===== src/rtl/branch_ctrl_if.sv =====
// Signal bundle between the EX/IF pipeline stages and the branch controller.
// Handshake: there is no valid/ready pair here; EX presents a branch with
// i_ex_valid & i_ex_is_branch and holds it while i_ex_stall is high. The
// controller consumes it in the first unstalled RUN cycle, and always accepts
// it there. Flush/redirect are single-cycle pulses that the pipeline must take.
interface branch_ctrl_if #(
  parameter int CNT_W = 32
) ();
  logic [31:0]      i_if_pc;
  logic             o_if_pred_taken;
  logic             i_ex_valid;
  logic             i_ex_is_branch;
  logic             i_ex_stall;
  logic [2:0]       i_ex_funct3;
  logic [31:0]      i_ex_pc;
  logic [31:0]      i_ex_target;
  logic             i_ex_pred_taken;
  logic             o_br_unsigned;
  logic             i_less;
  logic             i_equal;
  logic             o_flush;
  logic             o_redirect_valid;
  logic [31:0]      o_redirect_pc;
  logic             o_illegal;
  logic [CNT_W-1:0] o_br_cnt;
  logic [CNT_W-1:0] o_mispred_cnt;
  logic             o_dbg_state;   // 1 = FLUSH, 0 = RUN

  modport master (
    output i_if_pc, i_ex_valid, i_ex_is_branch, i_ex_stall, i_ex_funct3,
           i_ex_pc, i_ex_target, i_ex_pred_taken, i_less, i_equal,
    input  o_if_pred_taken, o_br_unsigned, o_flush, o_redirect_valid,
           o_redirect_pc, o_illegal, o_br_cnt, o_mispred_cnt, o_dbg_state
  );

  modport slave (
    input  i_if_pc, i_ex_valid, i_ex_is_branch, i_ex_stall, i_ex_funct3,
           i_ex_pc, i_ex_target, i_ex_pred_taken, i_less, i_equal,
    output o_if_pred_taken, o_br_unsigned, o_flush, o_redirect_valid,
           o_redirect_pc, o_illegal, o_br_cnt, o_mispred_cnt, o_dbg_state
  );
endinterface


===== src/rtl/branch_ctrl.sv =====
// Branch resolution controller: decodes branch funct3, resolves direction,
// detects mispredicts against a 2-bit BHT and issues a 1-cycle flush/redirect.
module branch_ctrl #(
  parameter int IDX_W = 6,
  parameter int CNT_W = 32
) (
  input  logic           i_clk,
  input  logic           i_reset,
  branch_ctrl_if.slave   bus
);
  localparam int DEPTH = 1 << IDX_W;

  typedef enum logic {ST_RUN = 1'b0, ST_FLUSH = 1'b1} state_t;

  state_t           r_state;
  state_t           w_state_nxt;
  logic [1:0]       r_bht [DEPTH];
  logic [31:0]      r_redirect_pc;
  logic             r_illegal;
  logic [CNT_W-1:0] r_br_cnt;
  logic [CNT_W-1:0] r_mispred_cnt;

  logic             w_taken;
  logic             w_illegal;
  logic             w_resolve;
  logic             w_mispred;
  logic [31:0]      w_next_pc;
  logic [IDX_W-1:0] w_upd_idx;
  logic [IDX_W-1:0] w_if_idx;
  logic             w_unused;

  assign w_upd_idx = bus.i_ex_pc[IDX_W+1:2];
  assign w_if_idx  = bus.i_if_pc[IDX_W+1:2];
  assign w_unused  = ^{bus.i_if_pc[31:IDX_W+2], bus.i_if_pc[1:0],
                       bus.i_ex_pc[1:0]};

  // Decode funct3 into a taken decision; 010/011 are not branches and fall
  // through as not-taken so the BHT and counters still see a resolution.
  always_comb begin
    w_taken   = 1'b0;
    w_illegal = 1'b0;
    case (bus.i_ex_funct3)
      3'b000:         w_taken = bus.i_equal;
      3'b001:         w_taken = !bus.i_equal;
      3'b100, 3'b110: w_taken = bus.i_less;
      3'b101, 3'b111: w_taken = !bus.i_less;
      default:        w_illegal = 1'b1;
    endcase
  end

  assign w_resolve = bus.i_ex_valid & bus.i_ex_is_branch & !bus.i_ex_stall &
                     (r_state == ST_RUN);
  assign w_mispred = w_resolve & (w_taken != bus.i_ex_pred_taken);
  assign w_next_pc = w_taken ? bus.i_ex_target : bus.i_ex_pc + 32'd4;

  assign bus.o_br_unsigned   = bus.i_ex_funct3[1];
  assign bus.o_if_pred_taken = r_bht[w_if_idx][1];
  assign bus.o_redirect_pc   = r_redirect_pc;
  assign bus.o_illegal       = r_illegal;
  assign bus.o_br_cnt        = r_br_cnt;
  assign bus.o_mispred_cnt   = r_mispred_cnt;

  // State register.
  always_ff @(posedge i_clk or posedge i_reset) begin
    if (i_reset) r_state <= ST_RUN;
    else         r_state <= w_state_nxt;
  end

  // Next state: a mispredict costs exactly one FLUSH cycle.
  always_comb begin
    w_state_nxt = ST_RUN;
    if (r_state == ST_RUN && w_mispred) w_state_nxt = ST_FLUSH;
  end

  // Outputs from state: flush/redirect are high only in the FLUSH cycle, so a
  // reset during FLUSH drops them immediately.
  always_comb begin
    bus.o_flush          = (r_state == ST_FLUSH);
    bus.o_redirect_valid = (r_state == ST_FLUSH);
    bus.o_dbg_state      = (r_state == ST_FLUSH);
  end

  // Redirect target, illegal pulse and performance counters.
  always_ff @(posedge i_clk or posedge i_reset) begin
    if (i_reset) begin
      r_redirect_pc <= 32'd0;
      r_illegal     <= 1'b0;
      r_br_cnt      <= '0;
      r_mispred_cnt <= '0;
    end else begin
      r_illegal <= w_resolve & w_illegal;
      if (w_resolve) r_br_cnt <= r_br_cnt + CNT_W'(1);
      if (w_mispred) begin
        r_mispred_cnt <= r_mispred_cnt + CNT_W'(1);
        r_redirect_pc <= w_next_pc;
      end
    end
  end

  // BHT: saturating 2-bit counters, reset to weakly not-taken.
  always_ff @(posedge i_clk or posedge i_reset) begin
    if (i_reset) begin
      for (int i = 0; i < DEPTH; i++) r_bht[i] <= 2'b01;
    end else if (w_resolve) begin
      if (w_taken && r_bht[w_upd_idx] != 2'b11)
        r_bht[w_upd_idx] <= r_bht[w_upd_idx] + 2'b01;
      else if (!w_taken && r_bht[w_upd_idx] != 2'b00)
        r_bht[w_upd_idx] <= r_bht[w_upd_idx] - 2'b01;
    end
  end
endmodule


===== src/flat_wrapper.sv =====
// flat-port wrapper written by rule: the top's interface ports become plain ports
module branch_ctrl_flat 
#(
  parameter int IDX_W = 6,
  parameter int CNT_W = 32
)
  (i_clk, i_reset, bus_i_if_pc, bus_i_ex_valid, bus_i_ex_is_branch, bus_i_ex_stall, bus_i_ex_funct3, bus_i_ex_pc, bus_i_ex_target, bus_i_ex_pred_taken, bus_i_less, bus_i_equal, bus_o_if_pred_taken, bus_o_br_unsigned, bus_o_flush, bus_o_redirect_valid, bus_o_redirect_pc, bus_o_illegal, bus_o_br_cnt, bus_o_mispred_cnt, bus_o_dbg_state);
  branch_ctrl_if #(.CNT_W(CNT_W)) bus_i ();
  input  logic i_clk;
  input  logic i_reset;
  input wire logic [$bits(bus_i.i_if_pc)-1:0] bus_i_if_pc;
  input wire logic [$bits(bus_i.i_ex_valid)-1:0] bus_i_ex_valid;
  input wire logic [$bits(bus_i.i_ex_is_branch)-1:0] bus_i_ex_is_branch;
  input wire logic [$bits(bus_i.i_ex_stall)-1:0] bus_i_ex_stall;
  input wire logic [$bits(bus_i.i_ex_funct3)-1:0] bus_i_ex_funct3;
  input wire logic [$bits(bus_i.i_ex_pc)-1:0] bus_i_ex_pc;
  input wire logic [$bits(bus_i.i_ex_target)-1:0] bus_i_ex_target;
  input wire logic [$bits(bus_i.i_ex_pred_taken)-1:0] bus_i_ex_pred_taken;
  input wire logic [$bits(bus_i.i_less)-1:0] bus_i_less;
  input wire logic [$bits(bus_i.i_equal)-1:0] bus_i_equal;
  output wire logic [$bits(bus_i.o_if_pred_taken)-1:0] bus_o_if_pred_taken;
  output wire logic [$bits(bus_i.o_br_unsigned)-1:0] bus_o_br_unsigned;
  output wire logic [$bits(bus_i.o_flush)-1:0] bus_o_flush;
  output wire logic [$bits(bus_i.o_redirect_valid)-1:0] bus_o_redirect_valid;
  output wire logic [$bits(bus_i.o_redirect_pc)-1:0] bus_o_redirect_pc;
  output wire logic [$bits(bus_i.o_illegal)-1:0] bus_o_illegal;
  output wire logic [$bits(bus_i.o_br_cnt)-1:0] bus_o_br_cnt;
  output wire logic [$bits(bus_i.o_mispred_cnt)-1:0] bus_o_mispred_cnt;
  output wire logic [$bits(bus_i.o_dbg_state)-1:0] bus_o_dbg_state;
  assign bus_i.i_if_pc = bus_i_if_pc;
  assign bus_i.i_ex_valid = bus_i_ex_valid;
  assign bus_i.i_ex_is_branch = bus_i_ex_is_branch;
  assign bus_i.i_ex_stall = bus_i_ex_stall;
  assign bus_i.i_ex_funct3 = bus_i_ex_funct3;
  assign bus_i.i_ex_pc = bus_i_ex_pc;
  assign bus_i.i_ex_target = bus_i_ex_target;
  assign bus_i.i_ex_pred_taken = bus_i_ex_pred_taken;
  assign bus_i.i_less = bus_i_less;
  assign bus_i.i_equal = bus_i_equal;
  assign bus_o_if_pred_taken = bus_i.o_if_pred_taken;
  assign bus_o_br_unsigned = bus_i.o_br_unsigned;
  assign bus_o_flush = bus_i.o_flush;
  assign bus_o_redirect_valid = bus_i.o_redirect_valid;
  assign bus_o_redirect_pc = bus_i.o_redirect_pc;
  assign bus_o_illegal = bus_i.o_illegal;
  assign bus_o_br_cnt = bus_i.o_br_cnt;
  assign bus_o_mispred_cnt = bus_i.o_mispred_cnt;
  assign bus_o_dbg_state = bus_i.o_dbg_state;
  branch_ctrl #(.IDX_W(IDX_W), .CNT_W(CNT_W)) u_core (.i_clk(i_clk), .i_reset(i_reset), .bus(bus_i));
endmodule

===== config.mk =====
export PLATFORM = sky130hd
export DESIGN_NAME = branch_ctrl_flat
export DESIGN_NICKNAME = d
export VERILOG_FILES = /design/src/rtl/branch_ctrl_if.sv /design/src/rtl/branch_ctrl.sv /design/src/flat_wrapper.sv
export SDC_FILE = /design/constraint.sdc
export NUM_CORES = 1
export LEC_CHECK = 0
export ABC_CLOCK_PERIOD_IN_PS = 9090
export CAP_MARGIN = 0
export CORE_UTILIZATION = 30
export CTS_CLUSTER_DIAMETER = 100
export DETAILED_ROUTE_END_ITERATION = 10
export PLACE_DENSITY = 0.61
export SKIP_CTS_REPAIR_TIMING = 1
export SLEW_MARGIN = 20
export SYNTH_ARGS = -nofsm -noshare
export SYNTH_HDL_FRONTEND = slang
export SYNTH_SLANG_ARGS = --single-unit

===== constraint.sdc =====
create_clock -name i_clk -period 9.09 [get_ports i_clk]
set_clock_uncertainty 0.1 [all_clocks]
set_input_delay 1.818 -clock i_clk [delete_from_list [all_inputs] [get_ports i_clk]]
set_output_delay 1.818 -clock i_clk [all_outputs]
set_load 0.05 [all_outputs]

# Word level (Yosys, flattened, before mapping)
# Index checks and enable logic that the tools add are counted.
[classes]
add_sub_neg = 5
n_lt_le_gt_ge = 3
muxes = 16
eq_ne = 7
reduce_logical = 15
bitwise = 8
[ops]
columns = ["operator", "count"]
rows = [
  ["128-bit bitwise mux", 2],
  ["128-bit two-way mux", 2],
  ["32-bit by 1-bit adder with 32-bit output, second input constant", 2],
  ["32-bit by 3-bit adder with 32-bit output, second input constant", 1],
  ["32-bit two-way mux", 1],
  ["2-bit binary-select mux with 6-bit select", 2],
  ["7-bit greater-or-equal comparator, second input constant", 2],
  ["6-bit NOT with 7-bit output", 2],
  ["2-bit demux with 6-bit select", 1],
  ["3-bit equality test, second input constant", 4],
  ["2-bit two-way mux", 5],
  ["7-bit by 1-bit less-than comparator with 1-bit output, second input constant", 1],
  ["6-bit OR reduction", 1],
  ["1-bit bitwise AND", 5],
  ["1-bit logical AND", 4],
  ["1-bit zero test", 4],
  ["1-bit case mux with 4 select lines", 1],
  ["2-bit nonzero test", 2],
  ["2-bit OR reduction", 2],
  ["3-bit by 1-bit equality test with 1-bit output, second input constant", 1],
  ["3-bit zero test", 1],
  ["2-bit by 1-bit adder with 2-bit output, second input constant", 1],
  ["1-bit two-way mux", 2],
  ["2-bit != test, second input constant", 1],
  ["other kinds (4)", 4],
]
[word_totals]
output_inout_bits = 102
reg_bits = 226
in_bits = 107
elab_cells = 123

# Logic depth before layout (Yosys ltp)
# Gate-level depths: netlist (run 1).
[depth]
depth_word = 8
mapped_depth = 14
ltp_nobuf = 9

# Least setup slack after synthesis (run 1)
# Ideal clock, no wire load.
[synth_timing]
path_type = "input to output"
start = "input port bus_i_if_pc[2]"
end = "output port bus_o_if_pred_taken"
path_stages = 6
t_arrival_ns = 3.806
n_path_buf = 2
required_ns = 7.172
path_slack_ns = 3.366
cell_sequence = "buf_2 -> buf_2 -> mux4_2 -> mux4_2 -> nand3_1 -> nand3_1"
[synth_between]
elab_chain_cells = 4
[synth_rtl]
columns = ["item", "line_no", "text"]
rows = [
  ["start: declaration", "flat_wrapper.sv:11", "input wire logic [$bits(bus_i.i_if_pc)-1:0] bus_i_if_pc;"],
  ["6-bit NOT with 7-bit output (implied by the code)", "branch_ctrl.sv:57", "assign bus.o_if_pred_taken = r_bht[w_if_idx][1];"],
  ["2-bit binary-select mux with 6-bit select", "branch_ctrl.sv:57", ""],
  ["2-bit two-way mux (implied by the code) (2 in series)", "branch_ctrl.sv:57", ""],
  ["end: declaration", "flat_wrapper.sv:21", "output wire logic [$bits(bus_i.o_if_pred_taken)-1:0] bus_o_if_pred_taken;"],
]
# No other way between the ends. The select of a mux whose other input is x is not followed.

# Worst setup path after layout (run 1)
# Ends and elaborated chain as after synthesis.

==> results.cfg, run 1 <==
[global_routing]
grt_overflow = 0
grt_use_total_pct = 17.0
grt_pass1_wl_um = 56800
grt_max_degree = 119
grt_antenna_before_repair = 0
grt_pass1_vias = 9891

[yosys]
syn_nets = 1253
syn_area_mm2 = 0.0125
syn_area_per_cell_um2 = 10.9
synth_edf_count = 0
synth.top_cell.area_share_pct = 32.5
ys_ff_latch = 226
yosys_warnings = 0
synth.distinct_cells = 75
syn_inst = 1141
yosys-top-cells-area = dfrtp_1 (32%), dfstp_2 (13%), mux2_2 (9.8%)
ys_async_sr_fraction_pct = 100
yosysTopAreaCell = dfrtp_1
ys_seq_area_share_pct = 45.9
dominantRegCellSynth = dfrtp_1

[floorplanning]
num_io_pins = 209
fp.dieW_um = 206
die-area_mm2 = 0.0424
start_util_pct = 30.5
core_area_mm2 = 0.0409
die_h_um = 206
row_count = 74

[routing]
drtAntennaViolNets = 0
dr.pass1.iters = 5
drc = 0
viasPerCell = 5.36
wire_per_inst_um = 19.8
drtIter0Drc = 713
wirelength_um = 36500
vias = 9878

[finish]
mostFrequentLayoutCells = clkdlybuf4s50_1 (180), dfrtp_1 (162), mux2_2 (109)
final_cells = 1844
synthToLayoutAreaGrowth_pct = 25.6
final_common_cell = clkdlybuf4s50_1
final_nets = 1404
drive_gt1_share_pct = 23.0
diodes = 0
final_util_pct = 38.3

[timing]
fin_tns_setup_ns = 0
period_minus_slack_ns = 7.31
drv_slew = 0
setup_viol = 0
holdWs_ns = 0.370
hold_viol_final = 0
rsz0062_at_grt = no
max_slew_margin_pct = 21.3
timing.final.crit_share_pct = 80.4
max_slew.worst_pin.slew_ns = 1.18
fmax_ghz = 0.137

[clocking]
cts_inserted_buffers = 27
clk_latency_ns = 0.53
cts.sinks = 226
cts_tree = yes
clockRootBuffer = clkbuf_16
cts_max_level = 1
ctsLongestPathBuffers = 3
cts.clk_slew.worst_paths_ns = 0.06

[hold_path]
min_path_cells = 2
holdCritPathClass = reg -> reg

[setup_path]
critPathKind = in -> out
worst_ep_required_time_ns = 7.17
crit_chain = clkdlybuf4s50_1 -> buf_4 -> mux4_2 -> mux4_2 -> o211ai_1 -> nand3_1 -> clkdlybuf4s50_1
worst-path-stages = 7
ff2ff_path_depth = 10
slowest_stage = clkdlybuf4s50_1
endpoint_kind = output port
critical_path_arrival_ns = 5.39
cpPeakStageDelay_ns = 1.07
cp-start-kind = primary input
cp_max_fo = 11
critPathBufInv = 3
worst_path_dominant_cell_family = buffers and inverters
crit_start = bus_i_if_pc[2]

[power]
ir_worst_vdd_uv = 168
pwr_density_cell_mw_per_mm2 = 196
leakage_nw = 6.45

[place]
portBuffers = 182
place.gp.congestion = 0.840
dp_hpwl_um = 25500
place_inst = 1795

[run]
maxCapViolations = 0

[run_status]
status = finished clean
through the flow:
stage | total power [mW] | instance area [µm²] | setup slack, ns
final | 3.07 | 15700 | 1.78
after global routing | 3.19 | 15700 | 1.62
after CTS | 3.10 | 15700 | 1.76
after detailed placement | 1.92 | 14700 | 1.77
after global placement | 1.91 | 14700 | 1.78
after floorplan | 1.65 | 12500 | 1.09
layer usage:
metal | vias to the layer above | GRT usage (%) | part of all wire (%)
li1 | 4490 | - | -
met1 | 4942 | 22.6 | 44
met2 | 380 | 27.4 | 45
met3 | 66 | 3.86 | 8.4
met4 | 0 | 4.99 | 2.5
met5 | - | 0 | 0
worst paths after layout:
check,end,slack [ns]
setup / recovery,bus_o_if_pred_taken,1.78
min in group asynchronous,u_core.r_bht[9],1.74
setup reg to reg,u_core.r_bht[99],4.90
hold / removal,flop,0.37
max in group asynchronous,u_core.bus.o_illegal,5.69
hold reg to reg,flop,0.37
cells in the mapped netlist (9+ instances only):
master / number
xor2_1: 36
and4_1: 9
a21oi_1: 9
and3_1: 18
inv_1: 24
clkbuf_1: 34
dfrtp_1: 162
nand2_1: 77
buf_2: 23
mux2i_1: 31
nor2_1: 50
nor3_1: 44
xnor2_1: 44
mux2_1: 17
buf_6: 9
o21ai_0: 80
dfstp_2: 64
a22oi_1: 11
nor3b_1: 11
nor4_1: 11
nand3_1: 83
nand4_1: 15
mux4_2: 29
mux2_2: 109
o31ai_1: 11
kinds of logic (layout without fill, tap and decap cells):
group / Yosys count / in the layout / synth area share [%]
AND/OR/NAND/NOR: 368 / 368 / 15.5
flip-flops: 226 / 226 / 45.9
multiplexers: 188 / 188 / 19.3
AO/OA/AOI/OAI: 170 / 170 / 8.94
buffers and inverters: 104 / 275 / 4.18
XOR/XNOR: 80 / 80 / 5.61
adder cells (fa/ha/maj): 5 / 5 / 0.501
area by class of cell:
| type | count | area [µm²] |
|---|---|---|
| fillers | 4020 | 25200 |
| multi-input cells | 811 | 6270 |
| flip-flops and latches | 226 | 5740 |
| repair buffers | 200 | 1950 |
| clock buffers | 33 | 738 |
| well taps | 532 | 666 |
| clock inverters | 16 | 219 |
| inverters | 26 | 110 |
power by group:
group          switching (mW)  internal (mW)
sequential             0.0650           1.11
combinational           0.472          0.257
clock                   0.445          0.719
tightest hold or removal path: stages (launching register included):
cell and delay, ns:
dfstp_2 0.36, inv_1 0.05, mux2i_1 0.05
No activity file was read; power rests on OpenSTA's default activity.
==> run 2, diff against run 1 <==
--- a/config.mk
+++ b/config.mk
@@ -5,12 +5,12 @@
 export SDC_FILE = /design/constraint.sdc
 export NUM_CORES = 1
 export LEC_CHECK = 0
-export ABC_CLOCK_PERIOD_IN_PS = 9090
+export ABC_CLOCK_PERIOD_IN_PS = 6300
 export CAP_MARGIN = 0
 export CORE_UTILIZATION = 30
 export CTS_CLUSTER_DIAMETER = 100
 export DETAILED_ROUTE_END_ITERATION = 10
-export PLACE_DENSITY = 0.61
+export PLACE_DENSITY = 0.63
 export SKIP_CTS_REPAIR_TIMING = 1
 export SLEW_MARGIN = 20
 export SYNTH_ARGS = -nofsm -noshare
==> constraint.sdc (replaced) <==
create_clock -name i_clk -period 6.3 [get_ports i_clk]
set_clock_uncertainty 0.1 [all_clocks]
set_input_delay 1.26 -clock i_clk [delete_from_list [all_inputs] [get_ports i_clk]]
set_output_delay 1.26 -clock i_clk [all_outputs]
set_load 0.05 [all_outputs]
==> results.cfg, run 2 (synthesis gave the netlist of run 1 again) <==
[run_status]
status = finished clean

[run]
maxCapViolations = 0

[routing]
drtAntennaViolNets = 0
dr.pass1.iters = 5
drtIter0Drc = 681
wirelength_um = 36500
wire_per_inst_um = 19.7
drc = 0
vias = 9973
viasPerCell = 5.38

[clocking]
cts.sinks = 226
clockRootBuffer = clkbuf_16
ctsLongestPathBuffers = 3
clk_latency_ns = 0.54
cts_tree = yes
cts_inserted_buffers = 26
cts_max_level = 1
cts.clk_slew.worst_paths_ns = 0.06

[finish]
final_common_cell = clkdlybuf4s50_1
diodes = 0
seqCellArea_mm2 = 0.00574
drive_gt1_share_pct = 23.4
mostFrequentLayoutCells = clkdlybuf4s50_1 (179), dfrtp_1 (162), mux2_2 (109)
final_nets = 1413
fin_area_mm2 = 0.0157
synthToLayoutAreaGrowth_pct = 25.9
multiInputGateArea_mm2 = 0.00627
fill_cells = 3994

[global_routing]
grt_pass1_vias = 9933
grt_pass1_wl_um = 56900
grt_overflow = 0
grt_use_total_pct = 17.0
grt_antenna_before_repair = 1
grt_max_degree = 133

[setup_path]
worst_ep_required_time_ns = 4.94
crit_chain = clkdlybuf4s50_1 -> buf_4 -> mux4_2 -> mux4_2 -> nand3_1 -> nand3_1 -> buf_4
cp_max_fo = 13
cp-start-kind = primary input
endpoint_kind = output port
critical_path_arrival_ns = 3.92
ff2ff_path_depth = 9
cpPeakStageDelay_ns = 1.07
slowest_stage = clkdlybuf4s50_1
critPathKind = in -> out

[hold_path]
min_path_cells = 2
holdCritPathClass = reg -> reg

[timing]
holdWs_ns = 0.369
max_slew_margin_pct = 36.1
timing.final.crit_share_pct = 83.8
rsz0062_at_grt = no
drv_slew = 0
setup_ws_ns = 1.02
period_minus_slack_ns = 5.28
max_slew.worst_pin.slew_ns = 0.958
hold_viol_final = 0
setup_viol = 0
fmax_ghz = 0.189
fin_tns_setup_ns = 0

[floorplanning]
start_util_pct = 30.5
core_area_mm2 = 0.0409
die_h_um = 206
row_count = 74
fp.dieW_um = 206
die-area_mm2 = 0.0424
num_io_pins = 209

[place]
portBuffers = 182
postPlaceCellArea_mm2 = 0.0148
dp_worst_setup_slack_ns = 0.892
dp_hpwl_um = 25400
place.gp.congestion = 0.828

[power]
ir_worst_vdd_uv = 191
leakage_nw = 6.46
pwr_density_cell_mw_per_mm2 = 276
## run 2: changes by cell type in the layout (fill, tap and decap cells not counted), sizes merged
cell and delta:
buf +11, bufinv -2, clkbuf +5, clkdlybuf4s50 -1, clkinv -5, clkinvlp +2
inv -1
## run 2: worst max-delay path, delay by kind of cell
| kind | cells | cell delay, ns |
|---|---|---|
| buffers and inverters | 3 | 1.57 |
| multiplexers | 2 | 0.88 |
| AND/OR/NAND/NOR | 2 | 0.21 |
## run 2: power by group
part / total [mW] / internal, mW / switching, mW
Combinational: 1.06 / 0.375 / 0.684
Clock: 1.57 / 0.957 / 0.617
Sequential: 1.70 / 1.60 / 0.0953
## run 2: worst paths after layout
| check | startpoint | to | slack, ns |
|---|---|---|---|
| max | bus_i_if_pc[3] | bus_o_if_pred_taken | 1.02 |
| min reg2reg | flop | flop | 0.37 |
| min in group asynchronous | i_reset | u_core.r_bht[101] | 0.93 |
| max in group asynchronous | i_reset | u_core.bus.o_redirect_pc[20] | 3.73 |
| min | flop | flop | 0.37 |
| max reg2reg | flop | u_core.r_bht[99] | 2.70 |
## run 2: area by class of cell
class	instances	area share (%)
multi-input combinational	811	39.9
sequential	226	36.5
timing repair buffer	210	12.9
clock buffer	38	4.81
tap	532	4.24
clock inverter	10	0.924
inverter	26	0.677
## run 2: routing by layer
layer	vias to the layer above	global-route usage (%)	wire length (µm)	share of wire (%)
met2	401	27.4	16600	45
met4	2	4.41	784	2.1
met5	-	0	9	0.025
li1	4516	-	-	-
met3	65	3.66	3030	8.3
met1	4989	23.1	16100	44
## run 2: through the flow
stage / util [%] / instances / total power [mW]
after floorplan: - / 1141 / 2.38
after global placement: 36.2 / 1805 / 2.77
after detailed placement: 36.2 / 1805 / 2.78
after CTS: 38.4 / 1853 / 4.37
after global routing: 38.4 / 1853 / 4.51
final: 38.4 / 1853 / 4.33
==> run 3, diff against run 2 <==
--- a/config.mk
+++ b/config.mk
@@ -5,12 +5,12 @@
 export SDC_FILE = /design/constraint.sdc
 export NUM_CORES = 1
 export LEC_CHECK = 0
-export ABC_CLOCK_PERIOD_IN_PS = 6300
+export ABC_CLOCK_PERIOD_IN_PS = 4900
 export CAP_MARGIN = 0
 export CORE_UTILIZATION = 30
 export CTS_CLUSTER_DIAMETER = 100
 export DETAILED_ROUTE_END_ITERATION = 10
-export PLACE_DENSITY = 0.63
+export PLACE_DENSITY = 0.61
 export SKIP_CTS_REPAIR_TIMING = 1
 export SLEW_MARGIN = 20
 export SYNTH_ARGS = -nofsm -noshare
==> constraint.sdc (replaced) <==
create_clock -name i_clk -period 4.9 [get_ports i_clk]
set_clock_uncertainty 0.1 [all_clocks]
set_input_delay 0.98 -clock i_clk [delete_from_list [all_inputs] [get_ports i_clk]]
set_output_delay 0.98 -clock i_clk [all_outputs]
set_load 0.05 [all_outputs]
==> results.cfg, run 3 (synthesis gave the netlist of run 1 again) <==
[place]
portBuffers = 182
dp_hpwl_um = 26400
place.gp.congestion = 0.882

[finish]
diodes = 0
final_util_pct = 38.7
drive_gt1_share_pct = 24.1
final_common_cell = clkdlybuf4s50_1
final_nets = 1437
mostFrequentLayoutCells = clkdlybuf4s50_1 (179), dfrtp_1 (162), mux2_2 (109)
synthToLayoutAreaGrowth_pct = 26.8

[power]
ir_worst_vdd_uv = 252
leakage_nw = 6.55
pwr_density_cell_mw_per_mm2 = 342

[routing]
drtAntennaViolNets = 0
vias = 9943
viasPerCell = 5.30
drtIter0Drc = 756
dr.pass1.iters = 5
wire_per_inst_um = 19.8
wirelength_um = 37100
drc = 0

[hold_path]
min_path_cells = 2
holdCritPathClass = reg -> reg

[global_routing]
grt_antenna_before_repair = 1
grt_overflow = 0
grt_pass1_wl_um = 57900
grt_use_total_pct = 17.4
grt_pass1_vias = 9867
grt_max_degree = 104

[setup_path]
r2r-start = u_core.r_bht[57]
critPathKind = in -> out
critPathBufInv = 3
worst_ep_required_time_ns = 3.82
cpPeakStageDelay_ns = 0.57
ff2ff_path_depth = 10
r2r_end = u_core.r_bht[57]
rrSetupSlack_ns = 1.52
worst_path_dominant_cell_family = multiplexers
endpoint_kind = output port
cp-start-kind = primary input
crit_top_cell = mux4_2
cp_max_fo = 16
slowest_stage = mux4_2
critical_path_arrival_ns = 3.28
crit_chain = clkdlybuf4s50_1 -> buf_12 -> mux4_2 -> mux4_2 -> o211ai_1 -> nand3_1 -> buf_4

[clocking]
cts_inserted_buffers = 26
cts_tree = yes
cts.sinks = 226
ctsLongestPathBuffers = 3
clockRootBuffer = clkbuf_16
cts_max_level = 1
cts.clk_slew.worst_paths_ns = 0.06
clk_latency_ns = 0.55

[timing]
timing.final.crit_share_pct = 89.0
fmax_ghz = 0.229
setup_viol = 0
rsz0062_at_grt = no
drv_slew = 0
max_slew_margin_pct = 46.5
max_slew.worst_pin.slew_ns = 0.802
period_minus_slack_ns = 4.36
holdWs_ns = 0.367
fin_tns_setup_ns = 0
hold_viol_final = 0

[run_status]
status = finished clean

[run]
maxCapViolations = 0

[floorplanning]
die-area_mm2 = 0.0424
fp.dieW_um = 206
num_io_pins = 209
core_area_mm2 = 0.0409
die_h_um = 206
start_util_pct = 30.5
row_count = 74
run 3: layer usage:
metal / vias to the layer above / track usage (%) / wire (µm)
li1: 4563 / - / -
met1: 4996 / 24.4 / 16800
met5: - / 0 / 16
met2: 339 / 27.9 / 17200
met3: 43 / 2.66 / 2520
met4: 2 / 4.62 / 624
run 3: worst register-to-register path: cells and delay by family (launching register included):
| kind | cells | cell delay, ns |
|---|---|---|
| AOI/OAI and AO/OA | 1 | 0.12 |
| muxes | 4 | 1.42 |
| and+or+nand+nor | 3 | 0.81 |
| DFF | 1 | 0.39 |
| adders and majority gates | 1 | 0.26 |
| buffers and inverters | 1 | 0.17 |
run 3: how the worst max path moves through the flow:
stage / startpoint / endpoint / cells past startpoint
after floorplan: bus_i_if_pc[2] / bus_o_if_pred_taken / 6
after global placement: bus_i_ex_pc[4] / u_core.r_bht[97] / 10
after detailed placement: bus_i_ex_pc[4] / u_core.r_bht[57] / 11
after CTS: bus_i_if_pc[2] / bus_o_if_pred_taken / 7
after global routing: bus_i_if_pc[2] / bus_o_if_pred_taken / 7
final: bus_i_if_pc[2] / bus_o_if_pred_taken / 7
run 3: final cells by class:
cell class | instances | area, µm²
fillers | 3993 | 25100
multi-input cells | 811 | 6270
clock inverters | 4 | 31.3
repair buffers | 234 | 2260
inverters | 26 | 106
well taps | 532 | 666
flip-flops and latches | 226 | 5740
clock buffers | 44 | 768
run 3: where the power goes:
group / switching, mW / internal (mW)
clock network: 0.785 / 1.06
registers: 0.127 / 2.06
logic: 0.880 / 0.502
run 3: through the flow:
stage               std cells  setup slack, ns  power (mW)  cell area [µm²]
finish                   1877            0.538        5.42            15800
global route             1877            0.448        5.64            15800
CTS                      1877            0.523        5.48            15800
detailed placement       1829            0.103        3.61            15000
global placement         1829            0.160        3.59            15000
floorplan                1141            0.852        3.06            12500
